`src/rtl/freq_sort_param.sv`:
```
// Frequency gather front end: sums per-symbol lane counts, pushes leaf frames
// into a select network, then drains the returned minima into banked RAM.
module freq_sort_param #(
  parameter int NSYM  = 256,
  parameter int NCH   = 4,
  parameter int FW    = 18,
  parameter int SW    = 27,
  parameter int NBANK = 2,
  localparam int AW  = $clog2(NSYM),
  localparam int BW  = AW - $clog2(NBANK),
  localparam int NW  = AW + 1,
  localparam int FRW = NW + SW
) (
  input  logic              clk,
  input  logic              rst,
  input  logic              start,
  input  logic              skip_zero,
  output logic              busy,
  output logic              done,
  output logic [AW:0]       leaf_count,
  output logic              sat,
  output logic              freq_oe,
  output logic [AW-1:0]     freq_addr,
  input  logic [NCH*FW-1:0] freq_value,
  output logic              net_wr,
  output logic [FRW-1:0]    net_in,
  input  logic [FRW-1:0]    net_min,
  input  logic              net_valid,
  output logic [NBANK-1:0]  bank_we,
  output logic [BW-1:0]     bank_addr,
  output logic [FRW-1:0]    bank_din
);

  localparam int LW = FW + $clog2(NCH);
  localparam int XW = ((SW > LW) ? SW : LW) + 1;

  typedef enum logic [2:0] {
    S_IDLE,
    S_READ,
    S_FLUSH,
    S_COLLECT,
    S_DONE
  } state_t;

  state_t             state_q, state_d;
  logic               start_q, start_d;
  logic               skip_q, skip_d;
  logic               freq_oe_q, freq_oe_d;
  logic [AW-1:0]      freq_addr_q, freq_addr_d;
  logic               rd_vld_q, rd_vld_d;
  logic [AW-1:0]      rd_addr_q, rd_addr_d;
  logic [AW:0]        leaf_q, leaf_d;
  logic [AW:0]        out_cnt_q, out_cnt_d;
  logic               sat_q, sat_d;
  logic               net_wr_q, net_wr_d;
  logic [FRW-1:0]     net_in_q, net_in_d;
  logic [NBANK-1:0]   bank_we_q, bank_we_d;
  logic [BW-1:0]      bank_addr_q, bank_addr_d;
  logic [FRW-1:0]     bank_din_q, bank_din_d;
  logic               busy_q, busy_d;
  logic               done_q, done_d;

  logic               start_edge;
  logic [XW-1:0]      sum_full;
  logic               sum_ovf;
  logic [SW-1:0]      sum_sat;
  logic               push;

  always_comb begin
    start_d     = start;
    start_edge  = start & ~start_q;
    state_d     = state_q;
    skip_d      = skip_q;
    freq_oe_d   = freq_oe_q;
    freq_addr_d = freq_addr_q;
    leaf_d      = leaf_q;
    out_cnt_d   = out_cnt_q;
    sat_d       = sat_q;
    net_wr_d    = 1'b0;
    net_in_d    = net_in_q;
    bank_we_d   = '0;
    bank_addr_d = bank_addr_q;
    bank_din_d  = bank_din_q;
    rd_vld_d    = freq_oe_q;
    rd_addr_d   = freq_addr_q;

    sum_full = '0;
    for (int i = 0; i < NCH; i++) begin
      sum_full = sum_full + XW'(freq_value[i*FW +: FW]);
    end
    sum_ovf = sum_full > XW'({SW{1'b1}});
    sum_sat = sum_ovf ? {SW{1'b1}} : sum_full[SW-1:0];
    push    = rd_vld_q && !(skip_q && (sum_sat == '0));

    if (rd_vld_q && sum_ovf) sat_d = 1'b1;
    if (push) begin
      net_wr_d = 1'b1;
      net_in_d = {1'b0, rd_addr_q, sum_sat};
      leaf_d   = leaf_q + 1'b1;
    end

    case (state_q)
      S_IDLE, S_DONE: begin
        if (start_edge) begin
          state_d     = S_READ;
          skip_d      = skip_zero;
          freq_oe_d   = 1'b1;
          freq_addr_d = AW'(NSYM - 1);
          leaf_d      = '0;
          sat_d       = 1'b0;
          out_cnt_d   = '0;
        end
      end
      S_READ: begin
        if (freq_addr_q == '0) begin
          state_d     = S_FLUSH;
          freq_oe_d   = 1'b0;
          freq_addr_d = AW'(NSYM - 1);
        end else begin
          freq_addr_d = freq_addr_q - 1'b1;
        end
      end
      S_FLUSH: begin
        // leaf_d already counts the final datum consumed this cycle
        state_d = (leaf_d == '0) ? S_DONE : S_COLLECT;
      end
      S_COLLECT: begin
        if (net_valid) begin
          bank_we_d   = NBANK'(1) << (out_cnt_q % NBANK);
          bank_addr_d = BW'(out_cnt_q / NBANK);
          bank_din_d  = net_min;
          out_cnt_d   = out_cnt_q + 1'b1;
          if (out_cnt_d == leaf_q) state_d = S_DONE;
        end
      end
      default: state_d = S_IDLE;
    endcase

    busy_d = (state_d == S_READ) || (state_d == S_FLUSH) ||
             (state_d == S_COLLECT);
    done_d = (state_d == S_DONE);
  end

  always_ff @(posedge clk) begin
    if (rst) begin
      state_q     <= S_IDLE;
      start_q     <= 1'b0;
      skip_q      <= 1'b0;
      freq_oe_q   <= 1'b0;
      freq_addr_q <= AW'(NSYM - 1);
      rd_vld_q    <= 1'b0;
      rd_addr_q   <= '0;
      leaf_q      <= '0;
      out_cnt_q   <= '0;
      sat_q       <= 1'b0;
      net_wr_q    <= 1'b0;
      net_in_q    <= '0;
      bank_we_q   <= '0;
      bank_addr_q <= '0;
      bank_din_q  <= '0;
      busy_q      <= 1'b0;
      done_q      <= 1'b0;
    end else begin
      state_q     <= state_d;
      start_q     <= start_d;
      skip_q      <= skip_d;
      freq_oe_q   <= freq_oe_d;
      freq_addr_q <= freq_addr_d;
      rd_vld_q    <= rd_vld_d;
      rd_addr_q   <= rd_addr_d;
      leaf_q      <= leaf_d;
      out_cnt_q   <= out_cnt_d;
      sat_q       <= sat_d;
      net_wr_q    <= net_wr_d;
      net_in_q    <= net_in_d;
      bank_we_q   <= bank_we_d;
      bank_addr_q <= bank_addr_d;
      bank_din_q  <= bank_din_d;
      busy_q      <= busy_d;
      done_q      <= done_d;
    end
  end

  assign busy       = busy_q;
  assign done       = done_q;
  assign leaf_count = leaf_q;
  assign sat        = sat_q;
  assign freq_oe    = freq_oe_q;
  assign freq_addr  = freq_addr_q;
  assign net_wr     = net_wr_q;
  assign net_in     = net_in_q;
  assign bank_we    = bank_we_q;
  assign bank_addr  = bank_addr_q;
  assign bank_din   = bank_din_q;

endmodule

```
`config.mk`:
```
export PLATFORM = sky130hd
export DESIGN_NAME = freq_sort_param
export DESIGN_NICKNAME = d
export VERILOG_FILES = /design/src/rtl/freq_sort_param.sv
export SDC_FILE = /design/constraint.sdc
export NUM_CORES = 1
export LEC_CHECK = 0
export ABC_CLOCK_PERIOD_IN_PS = 14000
export BUFFER_PORTS_ARGS = -buffer_cell sky130_fd_sc_hd__buf_2
export CAP_MARGIN = 10
export CORE_AREA = 3 3 115 117
export DETAILED_ROUTE_END_ITERATION = 10
export DIE_AREA = 0 0 118 120
export PLACE_DENSITY = 0.85
export SLEW_MARGIN = 40
export SYNTH_ARGS = -nofsm -noshare
export SYNTH_HDL_FRONTEND = slang
export SYNTH_SLANG_ARGS = --single-unit
```
`constraint.sdc`:
```
create_clock -name clk -period 14 [get_ports clk]
set_input_delay 2.8 -clock clk [delete_from_list [all_inputs] [get_ports clk]]
set_output_delay 2.8 -clock clk [all_outputs]
set_load 0.1 [all_outputs]
```
==> results.yml, run 1 <==
critical_path:
  critPathMaxStageDelay_ns: 0.56
  r2r_cells: 10
  r2r_start: "skip_q$_SDFFE_PP0P_"
  r2r_setup_slack_ns: 10.62
  path_max_fanout: 27
  end_kind: "flop"
  r2r-end: "state_q[0]$_SDFF_PP0_"
  arrival_ns: 7.92
  worst-setup-path-type: "in2reg"
  crit_chain: "buf_2, inv_1, fa_1, fa_1, inv_1, ha_1, inv_1, fa_1, nand2b_1, a211o_1, a211o_1, a21oi_1, xor2_1, or4_4, o21ai_4, buf_4, mux2i_1, o31ai_2, a21oi_1"
  critPathRequiredTime_ns: 14.26
  crit_path_start_kind: "input pin"
  cpMaxStageDelayCell: "fa_1"
global_routing:
  grt_pass1_vias: 5837
  grt_pass1_wl_mm: 26.9
  grt_usage: 0.229
  grt_max_degree: 100
  grt_remaining_overflow: 0
  antenna_found_initial: 0
logic_synthesis:
  synthTopCellsByArea: "dfxtp_1 (35%), fa_1 (11%), nand2_1 (7.1%), a21oi_1 (6.9%), nor2_1 (4.6%)"
  synth-seq-cells: 117
  synth_area_um2: 6790
  yosysTopAreaCell: "dfxtp_1"
  synth_cells: 833
  ys_types: 58
  synth-async-reset-ratio: 0
  synth-main-ff-cell: "dfxtp_1"
  netlist.area_leader.share: 0.345
  ys_warn_count: 0
  syn_avg_cell_area_um2: 8.15
  seq_area_frac_synth: 0.345
  synth-edff-count: 0
detailed_routing:
  dr_wl_met3_mm: 1.12
  vias: 6237
  met1_length_mm: 6.95
  top_layer: "met4"
  via_per_inst: 5.18
  drtIter0Drc: 416
  drt_wl_total_mm: 16.1
  drc: 0
  wire_per_inst_um: 13.4
  wl_met2_mm: 7.65
  dr.pass1.iters: 7
  ant_nets: 0
flow_run:
  max_cap_viol_count: 0
placement:
  hpwl_mm: 11.8
  port_buffers: 206
  postPlaceCellArea_um2: 7910
  gp_congestion: 0.907
finish:
  syn_to_final_growth_pct: 25.9
  num_antenna_cells: 0
  drive_gt1_frac: 0.247
  fill_cells: 1010
  final_area_um2: 8550
  finish.net_count: 1190
die:
  die_area_um2: 14200
  fp.coreArea_um2: 12500
  rows: 41
  ios: 216
  die_height_um: 120
  start_util: 0.544
  dieWidth_um: 118
clock_tree:
  post_cts_buffers: 0
  cts_tree: "built"
  root_buffer: "clkbuf_16"
  clkLatencyLatePin_ns: 0.41
  post_cts_resized: 0
  cts.sinks: 117
  clkTransAtPathRegs_ns: 0.06
  htree_num_levels: 4
  hold_buffers: 0
  cts_buffer_depth: 2
  cts_inserted_buffers: 17
sta:
  setup_viol: 0
  max_clock_freq_ghz: 0.131
  report.final.slew_viol_count: 0
  rsz0062_at_grt: "false"
  setup_tns_ns: 0
  max_slew_margin: 0.523
  post-route-min-period_ns: 7.65
  hold_viol_final: 0
  worst_pin_slew_ns: 0.715
  period_share: 0.547
  skew_ns: 0.00919
hold_path:
  worstHoldPathType: "reg2reg"
  min_to: "bank_din[35]$_SDFFE_PP0P_"
  whs_path_depth: 2
  min-delay-start: "bank_din[35]$_SDFFE_PP0P_"
power_and_ir_drop:
  powerDensity_nw_per_um2: 142
  peakVddDrop_mv: 0.0833
  p_leak_nw: 4.13
  total_power_w: 0.00121
outcome:
  outcome: "complete, no violations"
==> cell usage after synthesis (3+ instances only) <==
master,number
nand2_1,129
dfxtp_1,117
a21oi_1,93
nor2_1,83
inv_1,80
clkbuf_1,37
fa_1,36
ha_1,23
mux2i_1,23
nor3_1,21
xor2_1,21
o21ai_0,20
xnor2_1,17
nor2b_1,13
buf_4,10
nand3_1,10
o211ai_1,8
and3_1,7
a211oi_1,6
and2_1,6
nor4_1,6
a211o_1,4
buf_2,4
nand2b_1,4
nor3b_1,4
or2_2,4
a21o_1,3
nand4_1,3
or3_1,3
==> worst max-delay path: cells and delay by family <==
| kind | cells | cell delay [ns] |
|---|---|---|
| AOI/OAI and AO/OA | 6 | 1.85 |
| adders and majority gates | 4 | 1.54 |
| and+or+nand+nor | 2 | 0.74 |
| buffers and inverters | 5 | 0.70 |
| muxes | 1 | 0.17 |
| xor gates and xnor gates | 1 | 0.10 |
==> cell type report <==
| class | instances | area [um2] | share of cell area |
|---|---|---|---|
| clock buffer | 20 | 457 | 0.0534 |
| multi-input combinational | 592 | 3950 | 0.462 |
| timing repair buffer | 210 | 1110 | 0.130 |
| tap | 172 | 215 | 0.0252 |
| sequential | 117 | 2340 | 0.274 |
| clock inverter | 12 | 178 | 0.0208 |
| inverter | 80 | 300 | 0.0351 |
==> power by group <==
group          internal, W  switching, W  total, W  leakage, nW
sequential        0.000344    0.00000637  0.000350        0.949
combinational     0.000136      0.000265  0.000400         2.87
clock             0.000307      0.000153  0.000460        0.310
total             0.000787      0.000424   0.00121         4.13
==> through the flow <==
stage | setup WS [ns] | utilization | hold WS (ns) | std cells
floorplan | 6.99 | - | 0.437 | 841
global placement | 6.05 | 0.630 | 0.439 | 1169
detailed placement | 5.95 | 0.635 | 0.443 | 1171
CTS | 6.36 | 0.686 | 0.451 | 1203
global route | 6.03 | 0.686 | 0.473 | 1203
finish | 6.35 | 0.686 | 0.449 | 1203
==> state kept, by name (all words and copies together), names as in the netlist, 2 cells and up <==
register    count
bank_addr       7
bank_din       36
bank_we         2
freq_addr       8
leaf_count      9
net_in         28
out_cnt_q       9
rd_addr_q       8
state_q         3
==> worst max-delay path by stage <==
| stage | end | start | depth (start not counted) |
|---|---|---|---|
| floorplan | state_q[0]$_SDFF_PP0_ | freq_value[1] | 17 |
| global placement | state_q[0]$_SDFF_PP0_ | freq_value[2] | 17 |
| detailed placement | busy$_SDFF_PP0_ | freq_value[1] | 19 |
| CTS | state_q[0]$_SDFF_PP0_ | freq_value[1] | 19 |
| global route | state_q[0]$_SDFF_PP0_ | freq_value[1] | 19 |
| finish | state_q[0]$_SDFF_PP0_ | freq_value[1] | 19 |
==> cell usage in the layout, fill, tap and decap left out, types with 7 or more instances in the layout <==
cell type,n
inv_1,80
a21oi_1,93
nor3_1,21
nor2_1,82
mux2i_1,23
nand2_1,129
and3_1,7
nand3_1,10
clkbuf_16,17
ha_1,23
o21ai_0,20
dfxtp_1,117
xor2_1,21
fa_1,36
buf_2,205
o211ai_1,8
xnor2_1,17
conb_1,9
nor2b_1,13
==> routing by layer <==
| metal | global-route usage | vias up |
|---|---|---|
| met1 | 0.293 | 2876 |
| li1 | - | 3094 |
| met5 | 0 | - |
| met2 | 0.374 | 235 |
| met4 | 0.0842 | 0 |
| met3 | 0.0580 | 32 |
==> kinds of logic after synthesis <==
logic type,synth area share
AND/OR/NAND/NOR,0.196
AO/OA/AOI/OAI,0.144
buffers and inverters,0.0793
flip-flops,0.345
adder cells (fa/ha/maj),0.149
XOR/XNOR,0.0490
multiplexers,0.0372
other,0.000553
Note: power is estimated with default switching activity, not from simulation.
==> inputs of run 2 (changes only) <==
ABC_CLOCK_PERIOD_IN_PS = 7500   (was 14000)
CORE_AREA = 3 3 119 121   (was 3 3 115 117)
DIE_AREA = 0 0 122 124   (was 0 0 118 120)
PLACE_DENSITY = 0.8   (was 0.85)
clock period = 7.5 ns   (was 14 ns; I/O delays follow)
==> run 2 against run 1 <==
  * Utilization shrank 4.2 points
  * Count of clock-buffer cells in the layout shrank 1
  * First-iteration DRC count shrank 15%
  * Combinational power grew 87%
  * Routed wire length grew 1.6%
  * Sequential power grew 87%
  * Critical path depth shrank 2
  * Flip-flop and latch count is the same
  * Total power grew 85%
  * Sequential share of layout area grew 0.17 points
  * Die area grew 6.8%
  * Worst setup slack lost 4.7 ns
==> results.yml, run 2 (same netlist as run 1, synthesis figures left out) <==
global_routing:
  antenna_found_initial: 0
  grt_pass1_wl_mm: 26.0
  grt_pass1_vias: 5696
  grt_remaining_overflow: 0
  grt_usage: 0.209
  grt_max_degree: 77
sta:
  hold_viol_final: 0
  skew_ns: 0.0167
  max_slew_margin: 0.474
  fin_ws_ns: 1.67
  period_share: 0.777
  rsz0062_at_grt: "false"
  setup_viol: 0
  worst_pin_slew_ns: 0.789
  max_clock_freq_ghz: 0.171
  report.final.slew_viol_count: 0
  setup_tns_ns: 0
  post-route-min-period_ns: 5.83
detailed_routing:
  ant_nets: 0
  vias: 6203
  via_per_inst: 5.14
  drc: 0
  drtIter0Drc: 354
  drt_wl_total_mm: 16.3
  wire_per_inst_um: 13.5
  dr.pass1.iters: 5
power_and_ir_drop:
  p_leak_nw: 4.10
  powerDensity_nw_per_um2: 263
  peakVddDrop_mv: 0.165
die:
  dieWidth_um: 122
  ios: 216
  rows: 42
  fp.coreArea_um2: 13200
  die_height_um: 124
  die_area_um2: 15100
  start_util: 0.515
clock_tree:
  htree_num_levels: 4
  post_cts_resized: 0
  post_cts_buffers: 0
  cts_tree: "built"
  clkTransAtPathRegs_ns: 0.05
  root_buffer: "clkbuf_16"
  hold_buffers: 0
  clkLatencyLatePin_ns: 0.41
  cts_buffer_depth: 2
  cts_inserted_buffers: 17
  cts.sinks: 117
outcome:
  outcome: "complete, no violations"
hold_path:
  min-delay-start: "bank_din[12]$_SDFFE_PP0P_"
  whs_path_depth: 2
  min_to: "bank_din[12]$_SDFFE_PP0P_"
  worstHoldPathType: "reg2reg"
critical_path:
  cpMaxStageDelayCell: "fa_1"
  critPathRequiredTime_ns: 7.79
  crit_chain: "buf_2, inv_1, fa_1, fa_1, inv_1, ha_1, a211oi_1, o21ai_2, a211oi_1, o31ai_4, mux2i_1, or4_4, o21ai_4, buf_4, mux2i_1, nor3_1, a31o_1"
  worst-setup-path-type: "in2reg"
  r2r_cells: 10
  r2r_setup_slack_ns: 4.48
  crit_path_start_kind: "input pin"
  path_max_fanout: 16
  crit_family: "compound AO/OA/AOI/OAI gates"
  arrival_ns: 6.12
  critPathMaxStageDelay_ns: 0.58
  end_kind: "flop"
  r2r-end: "done$_SDFF_PP0_"
  critPathBufInv: 4
  r2r_start: "skip_q$_SDFFE_PP0P_"
placement:
  port_buffers: 206
  postPlaceCellArea_um2: 7880
  hpwl_mm: 12.1
  dpl_worst_slack_ns: 1.31
  gp_congestion: 0.909
finish:
  final_area_um2: 8490
  num_antenna_cells: 0
  syn_to_final_growth_pct: 25.2
  final_common_cell: "buf_2"
  largest_reg_flops: 36
  fill_cells: 1116
  drive_gt1_frac: 0.246
  finish.net_count: 1190
  final_cell_mix: "buf_2 (205), nand2_1 (129), dfxtp_1 (117)"
flow_run:
  max_cap_viol_count: 0
==> run 2: cell types whose count changed in the layout (fill, tap and decap cells not counted) <==
| cell | before | now |
|---|---|---|
| buf_16 | 2 | 0 |
| buf_4 | 2 | 4 |
| buf_6 | 1 | 0 |
| buf_8 | 0 | 1 |
| clkbuf_1 | 1 | 2 |
| clkbuf_8 | 2 | 0 |
| clkinv_2 | 3 | 4 |
| clkinv_4 | 4 | 2 |
| clkinvlp_4 | 1 | 2 |
| inv_6 | 0 | 1 |
==> run 2: per-stage QoR <==
step / hold WS [ns] / total power (W) / utilization / instances
after global placement: 0.439 / 0.00140 / 0.596 / 1174
after floorplan: 0.437 / 0.00126 / - / 841
final: 0.449 / 0.00224 / 0.644 / 1207
after global routing: 0.463 / 0.00236 / 0.644 / 1207
after CTS: 0.451 / 0.00224 / 0.644 / 1207
after detailed placement: 0.444 / 0.00141 / 0.597 / 1175
==> run 2: area by class of cell <==
| class | count | area [um2] | share of cell area |
|---|---|---|---|
| Multi-Input combinational cell | 592 | 3950 | 0.465 |
| Clock inverter | 13 | 181 | 0.0214 |
| Tap cell | 176 | 220 | 0.0259 |
| Clock buffer | 19 | 433 | 0.0510 |
| Timing Repair Buffer | 210 | 1070 | 0.126 |
| Sequential cell | 117 | 2340 | 0.276 |
| Inverter | 80 | 300 | 0.0354 |
==> run 2: worst reg2reg max path: stages (launching register included) <==
cell and delay [ns]:
dfxtp_1 0.32, nor4bb_1 0.34, o211ai_1 0.15, a211o_1 0.26, nor4_1 0.36, nand4b_1 0.34
o21ai_4 0.23, buf_4 0.29, mux2i_1 0.31, nor3_1 0.11, a31o_1 0.21
==> run 2: routing by layer <==
| layer | GRT usage | part of all wire | vias to the layer above |
|---|---|---|---|
| li1 | - | - | 3105 |
| met1 | 0.268 | 0.44 | 2891 |
| met3 | 0.0540 | 0.063 | 18 |
| met4 | 0.0665 | 0.014 | 0 |
| met2 | 0.348 | 0.48 | 189 |
| met5 | 0 | 0 | - |
==> run 2: power by group <==
| part | internal, W | switching [W] |
|---|---|---|
| Sequential | 0.000642 | 0.0000118 |
| Combinational | 0.000253 | 0.000494 |
| Clock | 0.000555 | 0.000280 |
==> run 2: how the worst max path moves through the flow <==
stage	slack [ns]	cells past startpoint	from	end
after floorplan	1.79	17	freq_value[1]	state_q[0]$_SDFF_PP0_
after global placement	1.41	17	freq_value[2]	done$_SDFF_PP0_
after detailed placement	1.31	17	freq_value[2]	done$_SDFF_PP0_
after CTS	1.69	17	freq_value[2]	done$_SDFF_PP0_
after global routing	1.42	19	freq_value[1]	done$_SDFF_PP0_
final	1.67	17	freq_value[2]	done$_SDFF_PP0_
